**src/rtl/requantizer_pkg.sv**
```systemverilog
// rtl/requantizer_pkg.sv - shared saturation limits and rounding modes for the requantizer datapath
package requantizer_pkg;

  // Only half-up rounding exists today; the enum leaves room for more modes.
  typedef enum logic [0:0] {
    ROUND_HALF_UP = 1'b0
  } round_mode_e;

  // Largest value representable in a w-bit signed word.
  function automatic longint sat_max(input int w);
    return (longint'(1) <<< (w - 1)) - longint'(1);
  endfunction

  // Smallest value representable in a w-bit signed word.
  function automatic longint sat_min(input int w);
    return -(longint'(1) <<< (w - 1));
  endfunction

endpackage

```
**src/rtl/requantizer_sat_narrow.sv**
```systemverilog
// rtl/requantizer_sat_narrow.sv - combinational shift, optional ReLU and clamp to a narrower signed word
module sat_narrow
  import requantizer_pkg::*;
#(
  parameter int WIDTH     = 33,
  parameter int OUT_WIDTH = 16,
  parameter int SHIFT     = 8,
  parameter int RELU      = 0
) (
  input  logic signed [WIDTH-1:0]     value,
  output logic signed [OUT_WIDTH-1:0] data,
  output logic                        sat
);

  localparam logic signed [WIDTH-1:0]     max_q = WIDTH'(sat_max(OUT_WIDTH));
  localparam logic signed [WIDTH-1:0]     min_q = WIDTH'(sat_min(OUT_WIDTH));
  localparam logic signed [OUT_WIDTH-1:0] max_d = OUT_WIDTH'(sat_max(OUT_WIDTH));
  localparam logic signed [OUT_WIDTH-1:0] min_d = OUT_WIDTH'(sat_min(OUT_WIDTH));

  logic signed [WIDTH-1:0] q;

  assign q = value >>> SHIFT;

  // ReLU takes priority over clamping, so a clipped negative never counts as saturation.
  always_comb begin
    data = q[OUT_WIDTH-1:0];
    sat  = 1'b0;
    if (RELU != 0 && q < 0) begin
      data = '0;
    end else if (q > max_q) begin
      data = max_d;
      sat  = 1'b1;
    end else if (q < min_q) begin
      data = min_d;
      sat  = 1'b1;
    end
  end

endmodule

```
**src/rtl/requantizer.sv**
```systemverilog
// rtl/requantizer.sv - two-stage round/narrow pipeline with valid/ready handshakes and saturation counter
module requantizer
  import requantizer_pkg::*;
#(
  parameter int IN_WIDTH  = 32,
  parameter int OUT_WIDTH = 16,
  parameter int SHIFT     = 8,
  parameter int RELU      = 0,
  parameter int CNT_WIDTH = 16
) (
  input  logic                        clk,
  input  logic                        rst,
  input  logic                        in_valid,
  output logic                        in_ready,
  input  logic signed [IN_WIDTH-1:0]  in_data,
  output logic                        out_valid,
  input  logic                        out_ready,
  output logic signed [OUT_WIDTH-1:0] out_data,
  output logic                        out_sat,
  input  logic                        sat_clear,
  output logic [CNT_WIDTH-1:0]        sat_count
);

  // One guard bit keeps the rounding add from wrapping at the positive extreme.
  localparam int rw = IN_WIDTH + 1;
  localparam int rs = (SHIFT > 0) ? SHIFT - 1 : 0;
  localparam logic signed [rw-1:0] rnd_bias = (SHIFT > 0) ? (rw'(1) <<< rs) : '0;

  logic                        s1_valid;
  logic signed [rw-1:0]        r1;
  logic signed [rw-1:0]        rounded;
  logic                        s2_valid;
  logic                        s1_load;
  logic                        s2_load;
  logic signed [OUT_WIDTH-1:0] narrow_data;
  logic                        narrow_sat;
  logic                        out_fire;

  // A stage loads when empty or when the stage after it drains this cycle.
  assign s2_load   = !s2_valid || out_ready;
  assign s1_load   = !s1_valid || s2_load;
  assign in_ready  = s1_load;
  assign out_valid = s2_valid;
  assign out_fire  = s2_valid && out_ready;

  assign rounded = $signed({in_data[IN_WIDTH-1], in_data}) + rnd_bias;

  sat_narrow #(
    .WIDTH     (rw),
    .OUT_WIDTH (OUT_WIDTH),
    .SHIFT     (SHIFT),
    .RELU      (RELU)
  ) u_narrow (
    .value (r1),
    .data  (narrow_data),
    .sat   (narrow_sat)
  );

  // Stage 1: capture the rounded sum.
  always_ff @(posedge clk) begin
    if (rst) begin
      s1_valid <= 1'b0;
      r1       <= '0;
    end else if (s1_load) begin
      s1_valid <= in_valid;
      r1       <= rounded;
    end
  end

  // Stage 2: capture the narrowed word; held while downstream stalls.
  always_ff @(posedge clk) begin
    if (rst) begin
      s2_valid <= 1'b0;
      out_data <= '0;
      out_sat  <= 1'b0;
    end else if (s2_load) begin
      s2_valid <= s1_valid;
      out_data <= narrow_data;
      out_sat  <= s1_valid && narrow_sat;
    end
  end

  // Saturation event counter: clear wins, otherwise count delivered saturations and stick at max.
  always_ff @(posedge clk) begin
    if (rst) begin
      sat_count <= '0;
    end else if (sat_clear) begin
      sat_count <= '0;
    end else if (out_fire && out_sat && sat_count != '1) begin
      sat_count <= sat_count + 1'b1;
    end
  end

endmodule

```
**config.mk**
```make
export PLATFORM = sky130hd
export DESIGN_NAME = requantizer
export DESIGN_NICKNAME = d
export VERILOG_FILES = /design/src/rtl/requantizer_pkg.sv /design/src/rtl/requantizer_sat_narrow.sv /design/src/rtl/requantizer.sv
export SDC_FILE = /design/constraint.sdc
export NUM_CORES = 1
export LEC_CHECK = 0
export ABC_AREA = 1
export CORE_MARGIN = 2
export CORE_UTILIZATION = 55
export CTS_BUF_LIST = sky130_fd_sc_hd__clkbuf_4 sky130_fd_sc_hd__clkbuf_8
export DETAILED_ROUTE_END_ITERATION = 7
export PLACE_DENSITY = 0.83
export SYNTH_ARGS = -nofsm -noshare
export SYNTH_HDL_FRONTEND = slang
export SYNTH_SLANG_ARGS = --single-unit
```
**constraint.sdc**
```tcl
create_clock -name clk -period 3.5 [get_ports clk]
set_input_delay 0.7 -clock clk [delete_from_list [all_inputs] [get_ports clk]]
set_output_delay 0.7 -clock clk [all_outputs]
set_load 0.05 [all_outputs]
```
Yosys cells after proc, flatten, opt, wreduce, memory -nomap -nowiden. Cells that the tools add are included.

Register bits after elaboration: 68. Logic and storage cells: 24. Output and inout bits: 35. Input port bits: 37.

Eq/ne operators: 1. $lt $le $gt $ge: 2. Multiplexer cells: 4. Reductions and logical operators: 9. Add/sub/neg operators: 2.

Operators by type and width (count): $add 32x9->33 const B (1); $mux 16 (2); $gt 25x16->1 const B (1); $lt 25x16->1 const B (1); $add 16x1->16 const B (1); $ne 16x16->1 const B (1); $logic_and 1x1->1 (4); $logic_not 1->1 (2); $logic_or 1x1->1 (2); $mux 1 (2); $reduce_or 2->1 (1).

Longest topological paths before layout. Gate-level depths: netlist of the first run.

Depth in word-level cells: 4. Mapped depth: 11. Mapped depth without buffers: 10.

By module. A second synthesis of the first run with hierarchy kept.

Cell total of the unflattened synthesis: 577. Area total of the unflattened synthesis: 3667.3 um2.

By module, submodules not included: requantizer (instances 1, area an instance 3424.5 um2, seq. area each 1361.3 um2, cells each 527); sat_narrow (instances 1, area an instance 242.7 um2, seq. area each 0.0 um2, cells each 50).

Least setup slack after synthesis of the first run. Ideal clock, no wire load.

Kind: reg2out. Start point: register s2_valid, in the netlist out_valid. End point: output port in_ready. Required time: 2.800 ns. Arrival: 1.402 ns. Buffers on the path: 1. Stages on the path, launching flop included: 7. Setup slack: 1.398 ns. Cell sequence: dfxtp_1 -> inv_1 -> nor2_1 -> inv_1 -> nor2_4 -> inv_2 -> buf_2.

Word-level cells in the longest chain between the ends: 3.

RTL lines: start, declared (line requantizer.sv:32) `logic s2_valid;`; start signal, assigned (line requantizer.sv:77) `s2_valid <= s1_valid;`; $logic_not 1->1 (line requantizer.sv:40) `assign s2_load = !s2_valid || out_ready;`; $logic_or 1x1->1 (line requantizer.sv:40); $logic_or 1x1->1 (line requantizer.sv:41) `assign s1_load = !s1_valid || s2_load;`; end, declared (line requantizer.sv:14) `output logic in_ready,`.

No other way between the ends.

Final worst setup path of the first run.
Start point: input port out_ready. End point: output port in_ready.

Word-level cells in the longest chain between the ends: 2.

RTL lines: start, declared (line requantizer.sv:17) `input logic out_ready,`; $logic_or 1x1->1 (line requantizer.sv:40); $logic_or 1x1->1 (line requantizer.sv:41).

No other way between the ends.

==> summary.md, run 1 <==
| Metric | Value |
|---|---|
| DR vias/cell | `5.313` |
| Largest area contributor in the netlist | `dfxtp_1` |
| Syn. warnings | `0` |
| Utilization after layout | `72.15%` |
| Drt drc | `0` |
| Syn Nets | `550` |
| Pwr per Cell Area | `403.4 mW/mm^2` |
| Leakage | `0.001817 uW` |
| Count leader, synth | `nand2_1` |
| Worst VDD drop | `0.0002918 V` |
| Critical path peak fanout | `20` |
| Peak Freq | `355.9 MHz` |
| Total grt overflow | `0` |
| Filler cells | `496` |
| Post-synthesis sequential area ratio | `36.02%` |
| Mean Syn Cell Area | `6.525 sq um` |
| Area fraction of the dominant cell type after synthesis | `36.02%` |
| Post-CTS Setup Inserts | `0` |
| Setup_tns | `0 ps` |
| # diodes | `0` |
| Clock Latency Late Sink | `340 ps` |
| Post-DRT Antenna Nets | `0` |
| Final Hold Vio Count | `0` |
| Final HPWL DP | `6.307 mm` |
| Die span in y | `81.86 um` |
| Die W | `81.86 um` |
| Final setup fails | `0` |
| Worst Setup Start Kind | `primary input` |
| Dpl ws | `727.5 ps` |
| Placed Area | `0.004021 sq mm` |
| First-pass iteration count of the detailed router | `4` |
| Hold WC Path Type | `reg2reg` |
| Starting Density | `56.65%` |
| Clock Root Buffer | `clkbuf_8` |
| Area contributors post-synth | `dfxtp_1, nand2_1, nor2_1` |
| Wirelength, routed | `8.598 mm` |
| Clock skew | `8.485 ps` |
| CP Data Required Time | `2800 ps` |
| Slowest library cell on the worst path | `clkdlybuf4s50_1` |
| Top-Level Pins | `72` |
| Dpl cells | `638` |
| Period minus WS final | `2810 ps` |
| Post-synth EDFFs | `0` |
| RSZ-0062 raised after global routing | `no` |
| Non-Filler Instances | `654` |
| Initial antenna violation count | `0` |
| CP Capture Type | `output port` |
| Most common library cells after synthesis | `nand2_1, nor2_1, dfxtp_1` |
| Largest net degree at the start of global routing | `37` |
| Max incr delay on CP | `450 ps` |
| Worst Path Arrival | `2110 ps` |
| Gr usage total | `27.28%` |
| CTS tree | `built` |
| Outcome | `complete, no violations` |
| WP buf/inv | `4` |
| First-pass GRT wire length | `14.03 mm` |
| Drt wl/cell | `13.15 um` |
| Clk sinks | `60` |
| Crit-path leading delay family | `buffers and inverters` |
| Unique masters post-synth | `27` |
| Gate count of the mapped netlist | `511` |
| Full die area | `0.006701 sq mm` |
| CTS H-tree depth | `3` |
| Area Growth Syn to Fin | `27.35%` |
| Max Cap Viol | `0` |
| Vias in the first global route | `2994` |
| CP Class | `in2out` |
| IO Port Bufs | `64` |
| Slew Limit Fails | `0` |
| TritonCTS buffer count | `9` |
| Fin nets | `613` |
| Post-CTS sizing | `0` |
| Hold Buf Count CTS | `0` |
| Buffer depth of the longest clock path | `2` |
| 1st-iter DRT viols | `190` |
| Netlist Area Pre-Place | `0.003334 sq mm` |
| Worst-Margin Slew | `635.9 ps` |
| Core Box Area | `0.005886 sq mm` |
| Clock slew at reported path FFs | `70 ps` |
| Layout cell share with drive strength beyond 1 | `7.254%` |
| Routability cong. | `0.9144` |
| Vias | `3475` |
| Period utilisation layout | `80.29%` |
| Cell Chain, Critical Path | `clkdlybuf4s50_1, nor2_1, inv_1, nor2_4, inv_2, buf_12` |
| Async S/R FF share, synth | `0%` |
| Slew HR | `57.56%` |
| Rows | `28` |
| Register bit total from synthesis | `60` |
| Final non-filler cell area | `0.004247 sq mm` |
| Setup ws final | `689.9 ps` |
| Most used DFF post-synth | `dfxtp_1` |
layout make-up:
cell class,instances,area (sq um),area share (%)
clock buffer,12,152.6,3.595
clock inverter,4,72.57,1.709
inverter,61,229.0,5.392
multi-input combinational,375,1824,42.96
sequential,60,1201,28.29
tap,75,93.84,2.210
timing repair buffer,67,673.1,15.85
tightest hold or removal path: cells and delay by family (launching register included):
kind	cells	cell delay (ps)
AO/OA/AOI/OAI	1	50
flip-flops	1	330
AND/OR/NAND/NOR	1	60
where the power goes:
| part | switching [uW] | leakage (uW) | total (uW) | internal [uW] |
|---|---|---|---|---|
| registers | 21.1 | 0.000496 | 742 | 721 |
| clock network | 270 | 0.000113 | 705 | 435 |
| logic | 167 | 0.00121 | 265 | 98.6 |
flip-flops by register name, summed over array words and instances (netlist names):
name	cells
out_data	16
s1_valid	1
sat_count	16
out_sat	1
r1	25
out_valid	1
cells in the final DEF (no fill, tap or decap), types with 11 or more instances in the layout:
master / synthesis / routed
nand4_1: 11 / 11
nand2_1: 123 / 123
inv_1: 58 / 58
xor2_1: 12 / 12
a21oi_1: 31 / 31
nor2_1: 87 / 87
nand3_1: 26 / 26
clkdlybuf4s50_1: 0 / 63
dfxtp_1: 60 / 60
o21ai_0: 34 / 34
stage by stage:
step	hold WS, ps	total power (uW)
6_report	489.4	1713
4_1_cts	489.8	1721
3_5_place_dp	472.6	1020
2_1_floorplan	451.3	912.0
5_1_grt	525.5	1776
3_3_place_gp	462.3	1015
per-layer routing:
layer | GRT usage (%) | vias to the layer above | wire length (um)
met3 | 5.824 | 18 | 554
met2 | 43.50 | 130 | 3974
met1 | 36.79 | 1569 | 3902
met4 | 8.667 | 0 | 167
met5 | 0 | - | 0
li1 | - | 1758 | -
logic make-up after synthesis:
logic type,after synthesis,share of synthesized area (%)
DFF,60,36.02
buffers and inverters,76,9.268
and+or+nand+nor,275,35.68
adders and majority gates,2,0.7503
AOI/OAI and AO/OA,79,13.28
xor gates and xnor gates,19,4.991
final timing paths:
kind	from	end	slack (ps)	depth (start not counted)
hold / removal	r1[31]	r1[31]	490	2
setup reg to reg	out_valid	r1[19]	1590	10
setup / recovery	out_ready	in_ready	690	6
hold reg to reg	r1[31]	r1[31]	490	2
(Power assumes the default switching activity.)
==> run 2, diff against run 1 <==
--- a/config.mk
+++ b/config.mk
@@ -7,10 +7,10 @@
 export LEC_CHECK = 0
 export ABC_AREA = 1
 export CORE_MARGIN = 2
-export CORE_UTILIZATION = 55
+export CORE_UTILIZATION = 53
 export CTS_BUF_LIST = sky130_fd_sc_hd__clkbuf_4 sky130_fd_sc_hd__clkbuf_8
 export DETAILED_ROUTE_END_ITERATION = 7
-export PLACE_DENSITY = 0.83
+export PLACE_DENSITY = 0.8
 export SYNTH_ARGS = -nofsm -noshare
 export SYNTH_HDL_FRONTEND = slang
 export SYNTH_SLANG_ARGS = --single-unit
==> constraint.sdc (replaced) <==
create_clock -name clk -period 2.62 [get_ports clk]
set_input_delay 0.524 -clock clk [delete_from_list [all_inputs] [get_ports clk]]
set_output_delay 0.524 -clock clk [all_outputs]
set_load 0.05 [all_outputs]
==> summary.md, run 2 (synthesis gave the netlist of run 1 again) <==
| Metric | Value |
|---|---|
| Non-Filler Instances | `658 (was 654)` |
| Layout cell share with drive strength beyond 1 | `7.890% (was 7.254%)` |
| # diodes | `0 (unchanged)` |
| IO Port Bufs | `64 (unchanged)` |
| Final setup fails | `0 (unchanged)` |
| Pint | `1477 uW (was 1255 uW)` |
| Setup_tns | `0 ps (unchanged)` |
| Slew Limit Fails | `0 (unchanged)` |
| Post-CTS sizing | `0 (unchanged)` |
| 1st-iter DRT viols | `255 (was 190)` |
| Worst-Margin Slew | `651.2 ps (was 635.9 ps)` |
| Worst Path Arrival | `1620 ps (was 2110 ps)` |
| Outcome | `complete, no violations (unchanged)` |
| NetSw | `625.5 uW (was 458.0 uW)` |
| Sequential power share | `47.0% (was 43.3%)` |
| First-pass GRT wire length | `14.20 mm (was 14.03 mm)` |
| Clock skew | `11.71 ps (was 8.485 ps)` |
| Worst hold stages | `2 (unchanged)` |
| CTS tree | `built (unchanged)` |
| CP Class | `in2out (unchanged)` |
| Reg2Reg Depth | `10 (unchanged)` |
| Clock Latency Late Sink | `330 ps (was 340 ps)` |
| Area Growth Syn to Fin | `26.94% (was 27.35%)` |
| Critical path peak fanout | `4 (was 20)` |
| Hold Buf Count CTS | `0 (unchanged)` |
| Top-Level Pins | `72 (unchanged)` |
| Hold WC Path Type | `reg2reg (unchanged)` |
| Clock share of power | `35.9% (was 41.2%)` |
| Combinational Power Share | `17.0% (was 15.5%)` |
| CP Data Required Time | `2100 ps (was 2800 ps)` |
| Utilization after layout | `70.66% (was 72.15%)` |
| Worst Setup Start Kind | `primary input (unchanged)` |
| Post-CTS Setup Inserts | `0 (unchanged)` |
| Most flops, register | `r1 (unchanged)` |
| Peak Freq | `465.4 MHz` |
| Final HPWL DP | `6.392 mm (was 6.307 mm)` |
| Crit-path leading delay family | `buffers and inverters (unchanged)` |
| Hold Worst Slack | `485.4 ps (was 489.4 ps)` |
| RSZ-0062 raised after global routing | `no (unchanged)` |
| Clk sinks | `60 (unchanged)` |
| Top Registers | `r1 (25), out_data (16), sat_count (16) (unchanged)` |
| Total grt overflow | `0 (unchanged)` |
| Buffer depth of the longest clock path | `2 (unchanged)` |
| Routability cong. | `0.9492 (was 0.9144)` |
| Fin nets | `617 (was 613)` |
| Cell Chain, Critical Path | `clkdlybuf4s50_1, nor2_1, inv_1, nor2_4, inv_2, buf_12 (unchanged)` |
| Final Hold Vio Count | `0 (unchanged)` |
| Switching share of power | `29.75% (was 26.74%)` |
| WP buf/inv | `4 (unchanged)` |
| Slowest library cell on the worst path | `clkdlybuf4s50_1 (unchanged)` |
| Commonest non-fill, non-tap cell in the layout | `nand2_1 (unchanged)` |
| Max Cap Viol | `0 (unchanged)` |
| Pwr per Cell Area | `496.8 mW/mm^2 (was 403.4 mW/mm^2)` |
| Period utilisation layout | `82.01%` |
| Starting Density | `55.66% (was 56.65%)` |
| Period minus WS final | `2149 ps` |
| Drt wl/cell | `12.85 um (was 13.15 um)` |
| Die span in y | `83.32 um (was 81.86 um)` |
| Clock slew at reported path FFs | `70 ps (about the same)` |
| CP Capture Type | `output port (unchanged)` |
| CTS H-tree depth | `3 (unchanged)` |
| Rows | `28 (unchanged)` |
| Post-DRT Antenna Nets | `0 (unchanged)` |
| Die W | `83.32 um (was 81.86 um)` |
| First-pass iteration count of the detailed router | `6 (was 4)` |
| Most frequent cells in the layout | `nand2_1, nor2_1, clkdlybuf4s50_1 (unchanged)` |
| Clock Root Buffer | `clkbuf_8 (unchanged)` |
| Critical path depth | `6 (unchanged)` |
| Max reg flops | `25 (unchanged)` |
| Wirelength, routed | `8.453 mm (was 8.598 mm)` |
| Initial antenna violation count | `0 (unchanged)` |
| DR vias/cell | `5.260 (was 5.313)` |
| Core Box Area | `0.005991 sq mm (was 0.005886 sq mm)` |
| Vias | `3461 (was 3475)` |
| Largest net degree at the start of global routing | `24 (was 37)` |
| Drt drc | `0 (unchanged)` |
| Filler cells | `530 (was 496)` |
| Leakage | `0.001807 uW (was 0.001817 uW)` |
| Slew HR | `56.54% (was 57.56%)` |
| TritonCTS buffer count | `9 (unchanged)` |
| Max incr delay on CP | `430 ps (was 450 ps)` |
| Full die area | `0.006942 sq mm (was 0.006701 sq mm)` |
| Vias in the first global route | `3136 (was 2994)` |
| Dpl cells | `642 (was 638)` |
| Worst VDD drop | `0.0003733 V (was 0.0002918 V)` |
| Gr usage total | `24.80% (was 27.28%)` |
## run 2: per-layer routing
layer	track usage, %	wire length [um]	vias up
met4	8.048	149	0
li1	-	-	1767
met3	4.175	486	13
met1	31.86	3853	1566
met5	0	0	-
met2	42.23	3964	115
## run 2: power by group through the flow
stage          combinational, uW  clock (uW)  sequential, uW
6_report                     358         755             989
4_1_cts                      358         763             989
2_1_floorplan                126           0            1090
5_1_grt                      388         810             995
3_3_place_gp                 351           0            1010
3_5_place_dp                 356           0            1010
## run 2: area by class of cell
| class | instances | area (sq um) | share of cell area (%) |
|---|---|---|---|
| multi-input cells | 375 | 1824 | 43.10 |
| clock inverters | 5 | 36.28 | 0.8572 |
| inverters | 61 | 229.0 | 5.409 |
| clock buffers | 11 | 145.1 | 3.429 |
| repair buffers | 71 | 703.2 | 16.61 |
| flip-flops and latches | 60 | 1201 | 28.38 |
| well taps | 75 | 93.84 | 2.217 |
## run 2: path summary, 6_finish.rpt
path / from / to / slack (ps)
max: out_ready / in_ready / 470
max reg2reg: sat_count[0] / sat_count[1] / 810
min reg2reg: r1[31] / r1[31] / 490
min: r1[31] / r1[31] / 490
## run 2: worst min-delay path: stages (launching register included)
cell	delay (ps)
dfxtp_1	320
nand2_1	60
a21oi_1	60
## run 2: through the flow
stage                     instance area (sq um)  setup slack, ps  total power [uW]
final                                      4233            471.3              2103
after global routing                       4233            337.4              2193
after CTS                                  4233            463.9              2110
after detailed placement                   4051            265.0              1366
after global placement                     4051            319.1              1359
after floorplan                            3334            638.8              1218
==> run 3, diff against run 2 <==
==> constraint.sdc (replaced) <==
create_clock -name clk -period 2.25 [get_ports clk]
set_input_delay 0.45 -clock clk [delete_from_list [all_inputs] [get_ports clk]]
set_output_delay 0.45 -clock clk [all_outputs]
set_load 0.05 [all_outputs]
==> summary.md, run 3 (synthesis gave the netlist of run 1 again) <==
| Metric | Value |
|---|---|
| Hold Buf Count CTS | `0 (unchanged)` |
| Layout cell share with drive strength beyond 1 | `8.362% (was 7.890%)` |
| IO Port Bufs | `64 (unchanged)` |
| Gr usage total | `25.44% (was 24.80%)` |
| Period minus WS final | `2074 ps` |
| Worst R2R Start | `sat_count[0] (unchanged)` |
| Worst Setup Start Kind | `register (was primary input)` |
| # diodes | `0 (unchanged)` |
| Clock slew at reported path FFs | `60 ps (was 70 ps)` |
| Rows | `28 (unchanged)` |
| Dpl ws | `33.20 ps (was 265.0 ps)` |
| Reg2Reg Depth | `10 (unchanged)` |
| Leakage | `0.001819 uW (was 0.001807 uW)` |
| 1st-iter DRT viols | `259 (was 255)` |
| WL met2 | `3.961 mm (was 3.964 mm)` |
| R2R Path End | `sat_count[11] (was sat_count[1])` |
| Max incr delay on CP | `850 ps (was 430 ps)` |
| Crit-path leading delay family | `buffers and inverters (unchanged)` |
| Final setup fails | `0 (unchanged)` |
| Most flops, register | `r1 (unchanged)` |
| Post-CTS sizing | `0 (unchanged)` |
| Drt wl/cell | `12.90 um (was 12.85 um)` |
| Hold wc startpoint | `r1[31] (unchanged)` |
| Total grt overflow | `0 (unchanged)` |
| Final HPWL DP | `6.308 mm (was 6.392 mm)` |
| Max Cap Viol | `0 (unchanged)` |
| Slew HR | `57.11% (was 56.54%)` |
| Core Box Area | `0.005991 sq mm (unchanged)` |
| CP Class | `reg2out (was in2out)` |
| Setup ws final | `176.1 ps (was 471.3 ps)` |
| Initial antenna violation count | `0 (unchanged)` |
| CP Data Required Time | `1800 ps (was 2100 ps)` |
| DR vias/cell | `5.253 (was 5.260)` |
| Top-Level Pins | `72 (unchanged)` |
| Top Registers | `r1 (25), out_data (16), sat_count (16) (unchanged)` |
| Wl on met1 | `3.838 mm (was 3.853 mm)` |
| Area Growth Syn to Fin | `27.35% (was 26.94%)` |
| Worst-Margin Slew | `642.6 ps (was 651.2 ps)` |
| Post-CTS Setup Inserts | `0 (unchanged)` |
| Outcome | `complete, no violations (unchanged)` |
| Worst VDD drop | `0.0004945 V (was 0.0003733 V)` |
| RSZ-0062 raised after global routing | `no (unchanged)` |
| Die span in y | `83.32 um (unchanged)` |
| Max Used Layer | `met4 (unchanged)` |
| Worst hold stages | `2 (unchanged)` |
| Pwr per Cell Area | `567.3 mW/mm^2 (was 496.8 mW/mm^2)` |
| Post-DRT Antenna Nets | `0 (unchanged)` |
| Setup slack, reg-to-reg | `380 ps (was 810 ps)` |
| Final Hold Vio Count | `0 (unchanged)` |
| Max reg flops | `25 (unchanged)` |
| Starting Density | `55.66% (unchanged)` |
| CTS H-tree depth | `3 (unchanged)` |
| Buffer depth of the longest clock path | `2 (unchanged)` |
| Met3 wire length | `558 um (was 486 um)` |
| First-pass iteration count of the detailed router | `7 (was 6)` |
| Cell Chain, Critical Path | `clkdlybuf4s50_1 (was clkdlybuf4s50_1, nor2_1, inv_1, nor2_4, inv_2, buf_12)` |
| Vias in the first global route | `3175 (was 3136)` |
| Clock skew | `14.55 ps (was 11.71 ps)` |
| Commonest non-fill, non-tap cell in the layout | `nand2_1 (unchanged)` |
| Fin nets | `620 (was 617)` |
| Routability cong. | `0.9488 (was 0.9492)` |
| CP Capture Type | `output port (unchanged)` |
| WP buf/inv | `1 (was 4)` |
| Die W | `83.32 um (unchanged)` |
| Most frequent cells in the layout | `nand2_1, nor2_1, clkdlybuf4s50_1 (unchanged)` |
| TritonCTS buffer count | `9 (unchanged)` |
| Hold path endpoint | `r1[31] (unchanged)` |
| Worst Path Arrival | `1620 ps (about the same)` |
| Hold WC Path Type | `reg2reg (unchanged)` |
| Period utilisation layout | `92.17%` |
| Critical path peak fanout | `6 (was 4)` |
| Clk sinks | `60 (unchanged)` |
| Setup_tns | `0 ps (unchanged)` |
| Clock Latency Late Sink | `330 ps (about the same)` |
| Clock Root Buffer | `clkbuf_8 (unchanged)` |
| Drt drc | `0 (unchanged)` |
| Slowest library cell on the worst path | `clkdlybuf4s50_1 (unchanged)` |
| Wirelength, routed | `8.528 mm (was 8.453 mm)` |
| Slew Limit Fails | `0 (unchanged)` |
| Vias | `3472 (was 3461)` |
| CTS tree | `built (unchanged)` |
| Full die area | `0.006942 sq mm (unchanged)` |
| First-pass GRT wire length | `14.43 mm (was 14.20 mm)` |
| Peak Freq | `482.2 MHz` |
| Largest net degree at the start of global routing | `24 (unchanged)` |
[run 3: worst max-delay path by stage]
stage / from / to / slack [ps] / cells after the start
after floorplan: sat_count[0] / sat_count[6] / 270 / 11
final: sat_count[11] / sat_count[11] / 180 / 1
after global routing: sat_count[11] / sat_count[11] / 110 / 1
after detailed placement: in_data[8] / r1[21] / 30 / 9
after global placement: in_data[8] / r1[29] / 70 / 10
after CTS: sat_count[6] / sat_count[6] / 160 / 1
[run 3: metrics by stage]
stage                     total power (uW)  area [sq um]  hold WS [ps]  util [%]  instances
after floorplan                       1419          3334         451.3         -        511
after global placement                1586          4074         462.5     68.00        645
after detailed placement              1593          4074         471.1     68.00        645
after CTS                             2426          4247         487.8     70.89        661
after global routing                  2528          4247         507.5     70.89        661
final                                 2409          4247         485.6     70.89        661
[run 3: tightest hold or removal path: stages (launching register included)]
cell and delay (ps):
dfxtp_1 320, nand2_1 70, a21oi_1 60
[run 3: metal layers]
layer / vias to the layer above / global-route usage, %
li1: 1772 / -
met1: 1540 / 33.44
met2: 141 / 41.06
met3: 19 / 6.064
met4: 0 / 8.495
met5: - / 0
[run 3: area by class of cell]
| cell class | count | area, sq um |
|---|---|---|
| Multi-Input combinational cell | 375 | 1824 |
| Inverter | 61 | 229.0 |
| Sequential cell | 60 | 1201 |
| Clock buffer | 10 | 131.4 |
| Clock inverter | 6 | 41.29 |
| Tap cell | 75 | 93.84 |
| Fill cell | 503 | 1744 |
| Timing Repair Buffer | 74 | 725.7 |
[run 3: report_power, final]
group	switching (uW)	total, uW	internal, uW
clock	428	837	409
combinational	260	419	159
sequential	32.2	1150	1120
total	720	2410	1690
==> edit 1: new RTL, config.mk and constraints of run 1 <==
`OUT_WIDTH` is set to 16 in 2 places; all go to 12.
--- a/src/rtl/requantizer_sat_narrow.sv
+++ b/src/rtl/requantizer_sat_narrow.sv
@@ -3,7 +3,7 @@
   import requantizer_pkg::*;
 #(
   parameter int WIDTH     = 33,
-  parameter int OUT_WIDTH = 16,
+  parameter int OUT_WIDTH = 12,
   parameter int SHIFT     = 8,
   parameter int RELU      = 0
 ) (
--- a/src/rtl/requantizer.sv
+++ b/src/rtl/requantizer.sv
@@ -3,7 +3,7 @@
   import requantizer_pkg::*;
 #(
   parameter int IN_WIDTH  = 32,
-  parameter int OUT_WIDTH = 16,
+  parameter int OUT_WIDTH = 12,
   parameter int SHIFT     = 8,
   parameter int RELU      = 0,
   parameter int CNT_WIDTH = 16
Ports: changed (resized out_data); port bits go from 72 to 68. The function was not compared with the original's and may differ.
==> edit 1 against run 1 <==
Sequential cell count fell by 4; register-to-register slack improved by 0.11 ns; highest routed layer unchanged; total power fell by 25%; worst setup slack improved by 0.071 ns; design area fell by 6.8%; synthesized area fell by 3.5%; wire length fell by 8.4%; largest cell class unchanged; critical path depth fell by 2.
==> edit 1: results (changes against run 1) <==
Max IR drop VDD -> 0.2233 mV (-23%)
Share of post-route cells with drive strength above 1 -> 0.03287 (-0.03967)
Worst Max-Slew Pin Slew -> 0.8599 ns (+0.2240 ns)
Power Density -> 325.1 nW/um2 (-19%)
Via count of the first global-routing pass -> 3,129 (+4.5%)
Outcome -> finished, final reports clean
Cell variety after synth -> 25 (-7.4%)
Syn nets -> 562 (+2.2%)
Register area share after synthesis -> 0.3482 (-0.01199)
Pin count of the biggest net entering global routing -> 29 (-22%)
Worst-path fanout max -> 14 (-30%)
GP Congestion -> 0.9089 (-0.60%)
CTS Buf Count -> 5 (-4)
Post-synthesis xor/xnor area fraction -> 0.04081 (-0.009098)
Global Route Usage Sum -> 0.2733 (+0.0004760)
Vias -> 3,377 (-2.8%)
Worst-path clk slew -> 0.10 ns (+0.03 ns)
Most frequent cells after synthesis -> nand2_1, nor2_1, inv_1
Arr. time, crit path -> 2.04 ns (-0.07 ns)
Final nets -> 616 (+0.49%)
Clock latency on the worst-skew pair -> 0.30 ns (-0.04 ns)
Largest regs -> r1 (25), sat_count (16), out_data (12)
Synth Area in Compound Gates -> 0.1178 (-0.01507)
DRT iter0 DRCs -> 200 (+5.3%)
Largest cells by area after synthesis -> dfxtp_1, nand2_1, nor2_1
Avg WL per Cell -> 12.12 um (-7.8%)
CTS H-tree depth -> 2 (-1)
Leakage -> 0.001675 uW (-7.9%)
Post-Synth Adder-Cell Area -> 0.007773 (+0.0002683)
-- edit 1: final timing paths --
| path | start | end | slack [ns] | depth (start not counted) |
|---|---|---|---|---|
| hold / removal | r1[14] | out_data[6] | 0.47 | 2 |
| setup reg to reg | out_valid | r1[31] | 1.70 | 9 |
| setup / recovery | out_ready | in_ready | 0.76 | 4 |
| hold reg to reg | r1[14] | out_data[6] | 0.47 | 2 |
-- edit 1: worst min-delay path, cell delays in order (launching register included) --
cell	delay, ns
dfxtp_1	0.32
nand2_1	0.06
a21oi_1	0.06
-- edit 1: logic make-up (layout without fill, tap and decap cells) --
family                     after synthesis  after routing
xor gates and xnor gates                15             15
DFF                                     56             56
buffers and inverters                   73            128
and+or+nand+nor                        306            306
adders and majority gates                2              2
AOI/OAI and AO/OA                       71             71
-- edit 1: stage by stage --
step	instance area (um2)	util	cells	worst slack [ns]	hold WS, ns
after floorplan	3219	-	523	1.385	0.4385
after global placement	3861	0.6927	642	0.7641	0.4515
after detailed placement	3861	0.6927	642	0.7787	0.4525
after CTS	3958	0.7100	650	0.7564	0.4630
after global routing	3958	0.7100	650	0.6615	0.4845
final	3958	0.7100	650	0.7609	0.4693
-- edit 1: routing by layer --
| layer | track usage | wire, um | up-vias |
|---|---|---|---|
| li1 | - | - | 1755 |
| met1 | 0.3684 | 3748 | 1509 |
| met2 | 0.4642 | 3663 | 107 |
| met3 | 0.03371 | 402 | 6 |
| met4 | 0.06610 | 61 | 0 |
| met5 | 0 | 0 | - |
-- edit 1: power groups by stage --
stage                     sequential [uW]  combinational (uW)  clock (uW)
after floorplan                       745                91.2           0
after global placement                700                 225           0
after detailed placement              701                 227           0
after CTS                             687                 228         381
after global routing                  692                 254         412
final                                 687                 229         371
-- edit 1: layout make-up --
class	count	area [um2]
multi-input combinational	394	1807
fill	494	1617
sequential	56	1121
timing repair buffer	62	625.6
inverter	58	217.7
tap	72	90.09
clock buffer	6	82.58
clock inverter	2	13.76
==> edit 2: new RTL, flow settings as in run 1 <==
Made on the original files. Make the reset (`rst`) asynchronous in 3 clocked blocks.
--- a/src/rtl/requantizer.sv
+++ b/src/rtl/requantizer.sv
@@ -57,7 +57,7 @@
   );
 
   // Stage 1: capture the rounded sum.
-  always_ff @(posedge clk) begin
+  always_ff @(posedge clk or posedge rst) begin
     if (rst) begin
       s1_valid <= 1'b0;
       r1       <= '0;
@@ -68,7 +68,7 @@
   end
 
   // Stage 2: capture the narrowed word; held while downstream stalls.
-  always_ff @(posedge clk) begin
+  always_ff @(posedge clk or posedge rst) begin
     if (rst) begin
       s2_valid <= 1'b0;
       out_data <= '0;
@@ -81,7 +81,7 @@
   end
 
   // Saturation event counter: clear wins, otherwise count delivered saturations and stick at max.
-  always_ff @(posedge clk) begin
+  always_ff @(posedge clk or posedge rst) begin
     if (rst) begin
       sat_count <= '0;
     end else if (sat_clear) begin
Check against the original RTL: differs if rst is asserted again (counterexample within 4 cycles, from zero or initial values and one cycle with rst high); with rst held inactive, the same outputs for 10 cycles.
==> edit 2 against run 1 <==
Critical path type unchanged; sequential power is 8.2% higher; largest cell class unchanged; critical endpoint unchanged; sequential cell count stayed put; design area is 3.0% higher; wire length is 1.9% higher; via count is 0.52% lower; non-clock buffer count is 1 higher; worst setup slack better by 0.25 ns; synthesized area is 3.0% higher; total power is 16% higher; combinational power is 63% higher; critical path depth is 2 lower; sequential share of layout area is 6.0 points higher; highest routed layer unchanged.
==> edit 2: results (changes against run 1) <==
Power Internal -> 1392 uW (+11%)
Slew HR -> 0.1432 (-0.4324)
Post-DP HPWL -> 6.530 mm (+3.5%)
Final nets -> 598 (-2.4%)
Register area share after synthesis -> 0.4373 (+0.07709)
Leakage -> 0.001985 uW (+9.2%)
Avg WL per Cell -> 13.71 um (+4.3%)
Worst-case clock skew -> 0.01063 ns (+0.002149 ns)
Most frequent cells after synthesis -> nand2_1, nor2_1, dfrtp_1
GP Congestion -> 0.8954 (-2.1%)
Global Route Usage Sum -> 0.2694 (-0.003389)
Max IR drop VDD -> 0.3314 mV (+14%)
Worst Reg-to-Reg Cells -> 9 (-1)
Post-cts resize count -> 0 (unchanged)
Async set or reset register ratio after synthesis -> 1.000 (+1.000)
Synth Warn # -> 0 (unchanged)
Buffers on Ports -> 64 (unchanged)
Syn nets -> 532 (-3.3%)
Area after DPL -> 4134 um2 (+2.8%)
Worst r2r src -> sat_count[1]
R2r endpoint -> sat_count[8]
CP max stage cell -> clkdlybuf4s50_1
First-pass GRT wire length -> 15.20 mm (+8.4%)
Reg2reg setup slack -> 1.40 ns (-0.19 ns)
Largest cells by area after synthesis -> dfrtp_1, nand2_1, nor2_1
DRT iter0 DRCs -> 251 (+32%)
Worst-path fanout max -> 10 (-50%)
Hold wc startpoint -> r1[8]
Final Hold Slack -> 0.4878 ns (-0.001583 ns)
Antenna Nets Post-Route -> 0 (unchanged)
Pin count of the biggest net entering global routing -> 61 (+65%)
Arr. time, crit path -> 1.86 ns (-0.25 ns)
Via count of the first global-routing pass -> 3,356 (+12%)
Worst Hold Path EP -> r1[8]
Share of post-route cells with drive strength above 1 -> 0.05674 (-0.01580)
Cell variety after synth -> 24 (-11%)
Finished Core Util -> 0.7300 (+0.008436)
Fillers -> 517 (+4.2%)
Outcome -> finished, final reports clean
TritonRoute pass-1 iters -> 5 (+1)
Main synth FF type -> dfrtp_1
Vias -> 3,457 (-0.52%)
edit 2: cell count changes after synthesis, sizes merged, moves of 11 or more:
cell   before  now
dfrtp       0   60
dfxtp      60    0
inv        61   31
nand2     127  189
nor3       11    0
o21ai      34   12
edit 2: power groups by stage:
stage | clock network, uW | logic (uW) | registers (uW)
CTS | 759 | 432 | 802
detailed placement | 0 | 429 | 814
finish | 754 | 431 | 803
global route | 797 | 465 | 811
floorplan | 0 | 154 | 926
global placement | 0 | 421 | 811
edit 2: critical path, delay by kind of cell:
| kind | cells | cell delay [ns] |
|---|---|---|
| and+or+nand+nor | 2 | 0.43 |
| buffers and inverters | 2 | 0.74 |
edit 2: cell families (layout without fill, tap and decap cells):
logic type	after synthesis	in the layout	share of synthesized area
simple gates	319	319	0.3819
flops	60	60	0.4373
compound gates	50	50	0.07726
buf+inv	45	116	0.05284
xor+xnor	17	17	0.04337
fa+ha+maj	2	2	0.007287
edit 2: area by class of cell:
type                       count  area share
inverter                      32     0.02747
sequential                    60      0.3433
clock inverter                 5     0.02289
tap                           75     0.02146
timing repair buffer          68      0.1528
clock buffer                  11     0.03176
multi-input combinational    388      0.4003
edit 2: per-stage QoR:
| stage | power, uW | worst slack (ns) | std cells |
|---|---|---|---|
| detailed placement | 1244 | 0.8817 | 623 |
| global route | 2073 | 0.8528 | 639 |
| floorplan | 1080 | 1.315 | 493 |
| CTS | 1994 | 0.9391 | 639 |
| finish | 1988 | 0.9378 | 639 |
| global placement | 1232 | 0.9018 | 623 |
edit 2: how the worst max path moves through the flow:
stage | from | endpoint | slack (ns) | cells after the start
2_1_floorplan | rst | out_data[0] | 1.32 | 1
3_3_place_gp | in_data[7] | r1[21] | 0.90 | 8
3_5_place_dp | in_data[7] | r1[21] | 0.88 | 8
4_1_cts | out_ready | in_ready | 0.94 | 4
5_1_grt | out_ready | in_ready | 0.85 | 4
6_report | out_ready | in_ready | 0.94 | 4
edit 2: per-layer routing:
metal / vias to the layer above / GRT usage / wire (um)
met5: - / 0 / 0
met4: 0 / 0.09389 / 87
met3: 10 / 0.04274 / 481
met2: 110 / 0.4465 / 4282
met1: 1629 / 0.3607 / 3910
li1: 1708 / - / -
